===== src/rtl/mul_arbiter.sv =====
// mul_arbiter: round-robin front end for a shared repeated-addition multiplier.
// One requester at a time is granted; its operands are steered onto dbus
// (A then B), the datapath is strobed until eqz, and the product is returned
// with a one-cycle ack. Strobes, dbus, gnt, ack and busy decode the state register.
module mul_arbiter #(
  parameter int N_REQ = 4,
  parameter int W     = 16
) (
  input  logic               clk,
  input  logic               rst_n,
  input  logic [N_REQ-1:0]   req,
  input  logic [N_REQ*W-1:0] a_in,
  input  logic [N_REQ*W-1:0] b_in,
  output logic [N_REQ-1:0]   gnt,
  output logic [N_REQ-1:0]   ack,
  output logic [W-1:0]       result,
  output logic               busy,
  output logic [W-1:0]       dbus,
  output logic               LdA,
  output logic               LdB,
  output logic               LdP,
  output logic               clrP,
  output logic               decB,
  input  logic               eqz,
  input  logic [W-1:0]       p_in
);

  localparam int IW = $clog2(N_REQ);

  typedef enum logic [2:0] {
    S_IDLE  = 3'd0,
    S_LOADA = 3'd1,
    S_LOADB = 3'd2,
    S_MULT  = 3'd3,
    S_DONE  = 3'd4
  } state_e;

  state_e         state_q, state_d;
  logic [IW-1:0]  sel_q, sel_d;
  logic [IW-1:0]  last_q, last_d;
  logic [W-1:0]   result_q, result_d;
  logic [IW-1:0]  win_s;
  logic           win_found_s;
  logic [IW:0]    rr_sum_s;
  logic [IW:0]    rr_idx_s;
  logic [N_REQ-1:0] sel_onehot_s;

  // Round-robin search starting one past the last requester served.
  always_comb begin
    win_s       = '0;
    win_found_s = 1'b0;
    rr_sum_s    = '0;
    rr_idx_s    = '0;
    for (int k = 1; k <= N_REQ; k++) begin
      rr_sum_s = {1'b0, last_q} + (IW+1)'(k);
      rr_idx_s = (rr_sum_s >= (IW+1)'(N_REQ)) ? (rr_sum_s - (IW+1)'(N_REQ)) : rr_sum_s;
      if (!win_found_s && req[rr_idx_s[IW-1:0]]) begin
        win_s       = rr_idx_s[IW-1:0];
        win_found_s = 1'b1;
      end else begin
        win_found_s = win_found_s;
      end
    end
  end

  // One-hot form of the latched selection, used for gnt and ack.
  always_comb begin
    sel_onehot_s        = '0;
    sel_onehot_s[sel_q] = 1'b1;
  end

  // Next-state logic: arbitration, operand sequencing and product capture.
  always_comb begin
    state_d  = state_q;
    sel_d    = sel_q;
    last_d   = last_q;
    result_d = result_q;
    case (state_q)
      S_IDLE: begin
        if (|req) begin
          sel_d   = win_s;
          state_d = S_LOADA;
        end else begin
          state_d = S_IDLE;
        end
      end
      S_LOADA: state_d = S_LOADB;
      S_LOADB: state_d = S_MULT;
      S_MULT: begin
        if (eqz) begin
          result_d = p_in;
          last_d   = sel_q;
          state_d  = S_DONE;
        end else begin
          state_d = S_MULT;
        end
      end
      S_DONE:  state_d = S_IDLE;
      default: state_d = S_IDLE;
    endcase
  end

  // Output decode of the state register (plus eqz for the MULT strobes).
  always_comb begin
    gnt  = '0;
    ack  = '0;
    busy = 1'b0;
    dbus = '0;
    LdA  = 1'b0;
    LdB  = 1'b0;
    LdP  = 1'b0;
    clrP = 1'b0;
    decB = 1'b0;
    case (state_q)
      S_IDLE: begin
        busy = 1'b0;
      end
      S_LOADA: begin
        gnt  = sel_onehot_s;
        busy = 1'b1;
        dbus = a_in[sel_q*W +: W];
        LdA  = 1'b1;
      end
      S_LOADB: begin
        gnt  = sel_onehot_s;
        busy = 1'b1;
        dbus = b_in[sel_q*W +: W];
        LdB  = 1'b1;
        clrP = 1'b1;
      end
      S_MULT: begin
        gnt  = sel_onehot_s;
        busy = 1'b1;
        LdP  = !eqz;
        decB = !eqz;
      end
      S_DONE: begin
        gnt  = sel_onehot_s;
        ack  = sel_onehot_s;
        busy = 1'b1;
      end
      default: begin
        busy = 1'b0;
      end
    endcase
  end

  // State, selection, round-robin pointer and product registers.
  always_ff @(posedge clk or negedge rst_n) begin
    if (!rst_n) begin
      state_q  <= S_IDLE;
      sel_q    <= '0;
      last_q   <= IW'(N_REQ-1);
      result_q <= '0;
    end else begin
      state_q  <= state_d;
      sel_q    <= sel_d;
      last_q   <= last_d;
      result_q <= result_d;
    end
  end

  assign result = result_q;

endmodule

===== config.mk =====
export PLATFORM = sky130hd
export DESIGN_NAME = mul_arbiter
export DESIGN_NICKNAME = d
export VERILOG_FILES = /design/src/rtl/mul_arbiter.sv
export SDC_FILE = /design/constraint.sdc
export NUM_CORES = 1
export LEC_CHECK = 0
export CORE_ASPECT_RATIO = 0.9
export CORE_UTILIZATION = 31
export DETAILED_ROUTE_END_ITERATION = 12
export PLACE_DENSITY_LB_ADDON = 0.1
export SLEW_MARGIN = 0
export SYNTH_ARGS = -nofsm -noshare
export SYNTH_HDL_FRONTEND = slang
export SYNTH_SLANG_ARGS = --single-unit

===== constraint.sdc =====
create_clock -name clk -period 2.2 [get_ports clk]
set_input_delay 0.55 -clock clk [delete_from_list [all_inputs] [get_ports clk]]
set_output_delay 0.55 -clock clk [all_outputs]
set_load 0.005 [all_outputs]

-- After elaboration in Yosys (flattened, before gate mapping)
Cells that the tools add are included.
- flip-flop bits (word level): 23
- output and inout port bits: 46
- $add $sub $neg: 8
- $lt $le $gt $ge: 10
- eq/ne operators: 4
- shift-type cells: 2
- multiplexer cells: 31
- reduce and logical (&&, ||, !) cells: 13
- operators by type and width (kind ; number):
    variable part select 64 x 7 -> 16 bit ; 2
    case mux 16 bit (2 select lines) ; 1
    2-to-1 mux 2 bit ; 8
    less-than comparator 2 x 3 -> 1 bit (second input constant) ; 5
    2-to-1 mux 1 bit ; 13
    >= comparator 3 bit (second input constant) ; 4
    case mux 3 bit (4 select lines) ; 1
    binary-select mux 1 bit (select 2 bit) ; 4
    2-to-1 mux 4 bit ; 2
    OR reduction 4 bit ; 2
    subtractor 2 x 1 -> 2 bit (second input constant) ; 4
    adder 2 x 2 -> 3 bit (second input constant) ; 2
    == test 3 x 2 -> 1 bit (second input constant) ; 2
    logical AND 1 bit ; 4
    zero test 1 bit ; 4
    AND reduction 2 bit ; 2
    adder 2 x 1 -> 3 bit (second input constant) ; 1
    adder 2 x 3 -> 3 bit (second input constant) ; 1
    == test 3 x 1 -> 1 bit (second input constant) ; 1
    == test 3 bit (second input constant) ; 1
    zero test 3 bit ; 1
    2-to-1 mux 3 bit ; 1
    demux 1 bit (select 2 bit) ; 1
    >= comparator 2 x 1 -> 1 bit (second input constant) ; 1

-- Longest topological paths before layout
- depth after elaboration: 15
- depth in mapped cells: 6
- gate-level depth less buffers: 4

-- Worst setup path before layout
Ideal clock, no wire load.
- path type: reg2out
- start point: reg sel_q[0]
- end point: out dbus[10]
- data arrival time: 1.402 ns
- required time: 1.650 ns
- slack: 0.248 ns
- stages on the path, launching flop included: 4
- buffers on the path: 1
- cells stage by stage: dfrtp_1 buf_2 mux4_2 a22o_1
- longest elaborated chain between the ends: 2
- elaborated cells on any way between the ends: 3
- those cells by class: shift (2); mux (1)
- RTL lines (what ; RTL line ; source):
    start: declaration ; 39 ; logic [IW-1:0] sel_q, sel_d;
    start signal: assignment ; 157 ; sel_q <= sel_d;
    variable part select 64 x 7 -> 16 bit, on equally long branches ; 127, 121 ;
    case mux 16 bit (2 select lines) * ; 114 ; case (state_q)
    end: declaration ; 18 ; output logic [W-1:0] dbus,
Mark *: on every way between the ends. The rest lies on a longest branch, timed or not.

-- Worst setup path after layout
- start point: reg sel_q[0]
- end point: out dbus[2]
Same word-level chain as after synthesis.

==> results.json <==
{
  "n_fill_cell": 531,
  "yosysWarnings": 0,
  "grt_overflow": 0,
  "grt_usage": 0.238,
  "dp.final_hpwl_um": 6770,
  "synth_edf_count": 0,
  "die_w_um": 87.9,
  "syn_inst": 180,
  "synth_async_sr_flop_share": 1.00,
  "grt_first_pass_wirelength_um": 12600,
  "violations": "setup timing",
  "hold_path.class": "flip-flop to flip-flop",
  "remaining_drc_errors": 0,
  "cp_num_cells": 6,
  "io-pin-count": 197,
  "drt_wl_total_um": 8780,
  "rsz0062_at_grt": "true",
  "final-hold-violation-count": 0,
  "antenna_found_initial": 0,
  "grt_max_degree": 38,
  "grt_pass1_vias": 2484,
  "p_leak_nw": 1.95,
  "worst_slack_ps": -193,
  "portBuffers": 196,
  "layout_min_cycle_time_ps": 2390,
  "run_status": "finished with violations",
  "cts_root_buf": "clkbuf_8",
  "insertedDiodeCount": 0,
  "fin_nets": 558,
  "max_cap_viol_count": 0,
  "layout_commonest_cell": "clkdlybuf4s50_1",
  "num_vias": 2449,
  "final_util": 0.696,
  "critPathMaxFanout": 8,
  "pwr_density_cell_mw_per_mm2": 1040,
  "place_congestion": 0.785,
  "finalCritPeriodShare": 1.09,
  "finClkSkew_ps": 2.73,
  "crit_end": "dbus[2]",
  "die_y_um": 79.4,
  "clock_path_buffers": 2,
  "cts_buffers": 3,
  "cpMostUsedCell": "buf_6",
  "routedWlPerCell_um": 17.8,
  "synth_top_area_frac": 0.255,
  "crit_slowest_cell": "mux4_2",
  "netlist_top_cells_area": "dfrtp_1 (26%), mux4_2 (24%), mux4_1 (13%)",
  "clock_sinks": 23,
  "finalSetupViolCount": 16,
  "required_ps": 1650,
  "vdd_drop_max_uv": 679,
  "max_stage_delay_ps": 480,
  "yosys.area.top_type": "dfrtp_1",
  "synth_nets": 331,
  "ys_dominant_reg_cell": "dfrtp_1",
  "end_kind": "primary output",
  "final_cell_mix": "clkdlybuf4s50_1 (142), nand2_1 (60), dlygate4sd2_1 (38)",
  "ys_types": 31,
  "reg2reg_depth": 4,
  "syn2layout_area_growth_pct": 112,
  "crit_path_cell_trace": "buf_12 > buf_6 > buf_6 > mux4_2 > a22o_1 > buf_2",
  "htreeDepth": 1,
  "core-area_mm2": 0.00628,
  "r2r-end": "sel_q[0]",
  "reg2reg_slack_ps": 670,
  "drive_gt1_frac": 0.256,
  "seq_area_frac_synth": 0.281,
  "drtAntennaViolNets": 0,
  "worst_pin_slew_ps": 366,
  "initial_utilization": 0.328,
  "drt_iter0_markers": 107,
  "cts_tree": "yes",
  "fmax_ghz": 0.418,
  "clk_latency_ps": 260,
  "design_power_total_w": 0.00454,
  "worst_slew_margin_rel": 0.754,
  "rows": 27,
  "syn_avg_cell_area_um2": 11.4,
  "worst-setup-path-type": "flip-flop to primary output",
  "crit_path_start_kind": "flip-flop",
  "ys_ff_latch": 23,
  "critPathLaunch": "sel_q[0]",
  "slew_viol_final": 0,
  "place_ws_ps": -521,
  "path_delay_family": "multiplexers",
  "syn_area_mm2": 0.00206,
  "vias_per_cell": 4.97,
  "clk_pin_slew_worst_paths_ps": 80,
  "r2r-start": "state_q[1]",
  "design.die.area_mm2": 0.00698,
  "arrival_ps": 1840,
  "dr.pass1.iters": 4,
  "worst-path-buf-inv": 4
}
synth_stat cells (2+ instances only):
library cell,n
clkbuf_1,4
buf_4,4
inv_1,2
mux4_1,10
dfrtp_1,21
mux4_2,22
nand2b_1,3
nor3b_4,2
o21ai_0,2
nor2_1,8
nor3_1,3
dfstp_2,2
a22o_1,16
nand2_1,60
buf_2,5
stage by stage:
| step | instances | area [um^2] | setup TNS, ps | hold WS [ps] |
|---|---|---|---|---|
| 3_3_place_gp | 464 | 4230 | -8010 | 457 |
| 6_report | 493 | 4370 | -2410 | 477 |
| 5_1_grt | 493 | 4370 | -3500 | 508 |
| 2_1_floorplan | 180 | 2060 | 0 | 254 |
| 3_5_place_dp | 464 | 4230 | -8130 | 462 |
| 4_1_cts | 492 | 4370 | -2620 | 483 |
power breakdown:
part | leakage (nW) | switching (W) | internal [W]
sequential | 0.281 | 0.000155 | 0.000631
clock | 0.0217 | 0.000134 | 0.000128
combinational | 1.65 | 0.00130 | 0.00219
total | 1.95 | 0.00159 | 0.00295
flip-flops by register name, summed over array words and instances (netlist names):
name,flops
last_q,2
sel_q,2
result,16
state_q,3
cells by family (layout without fill, tap and decap cells):
| family | Yosys count | count (layout) | synth area share |
|---|---|---|---|
| mux | 34 | 34 | 0.378 |
| buf+inv | 18 | 244 | 0.0546 |
| compound gates | 24 | 24 | 0.0996 |
| simple gates | 80 | 80 | 0.183 |
| xor+xnor | 1 | 1 | 0.00425 |
| flops | 23 | 23 | 0.281 |
worst min-delay path: stages (launching register included):
cell and delay (ps):
dfrtp_1 350, nand2_1 50, nand2_1 60
cell type report:
type                       instances  area (um^2)  share of cell area
timing repair buffer             237         2290               0.523
inverter                           3         11.3             0.00257
multi-input combinational        139         1340               0.305
clock buffer                       3         41.3             0.00944
sequential                        23          581               0.133
tap                               87          109              0.0249
clock inverter                     1         7.51             0.00172
what timing repair did:
action / in CTS / in global routing
setup endpoints to repair: 30 / 16
resized for setup: 124 / 4
hold endpoints to repair: 0 / 0
pin swaps: 17 / 3
hold buffers: 0 / 0
buffers inserted: 22 / 2
cloned: 2 / 0
how the worst min path moves through the flow:
stage / start / endpoint / slack, ps / depth (start not counted)
finish: result[9] / result[9] / 480 / 2
global route: result[10] / result[10] / 510 / 2
CTS: result[7] / result[7] / 480 / 2
detailed placement: result[9] / result[9] / 460 / 2
global placement: result[4] / result[4] / 460 / 2
floorplan: rst_n / result[0] / 250 / 0
layer usage:
metal,share of wire,GRT usage,vias to the layer above
met2,0.51,0.423,124
li1,-,-,1132
met3,0.095,0.0499,12
met4,0.013,0.0557,0
met5,0,0,-
met1,0.38,0.293,1181
Power figures use the tool's default switching activity.
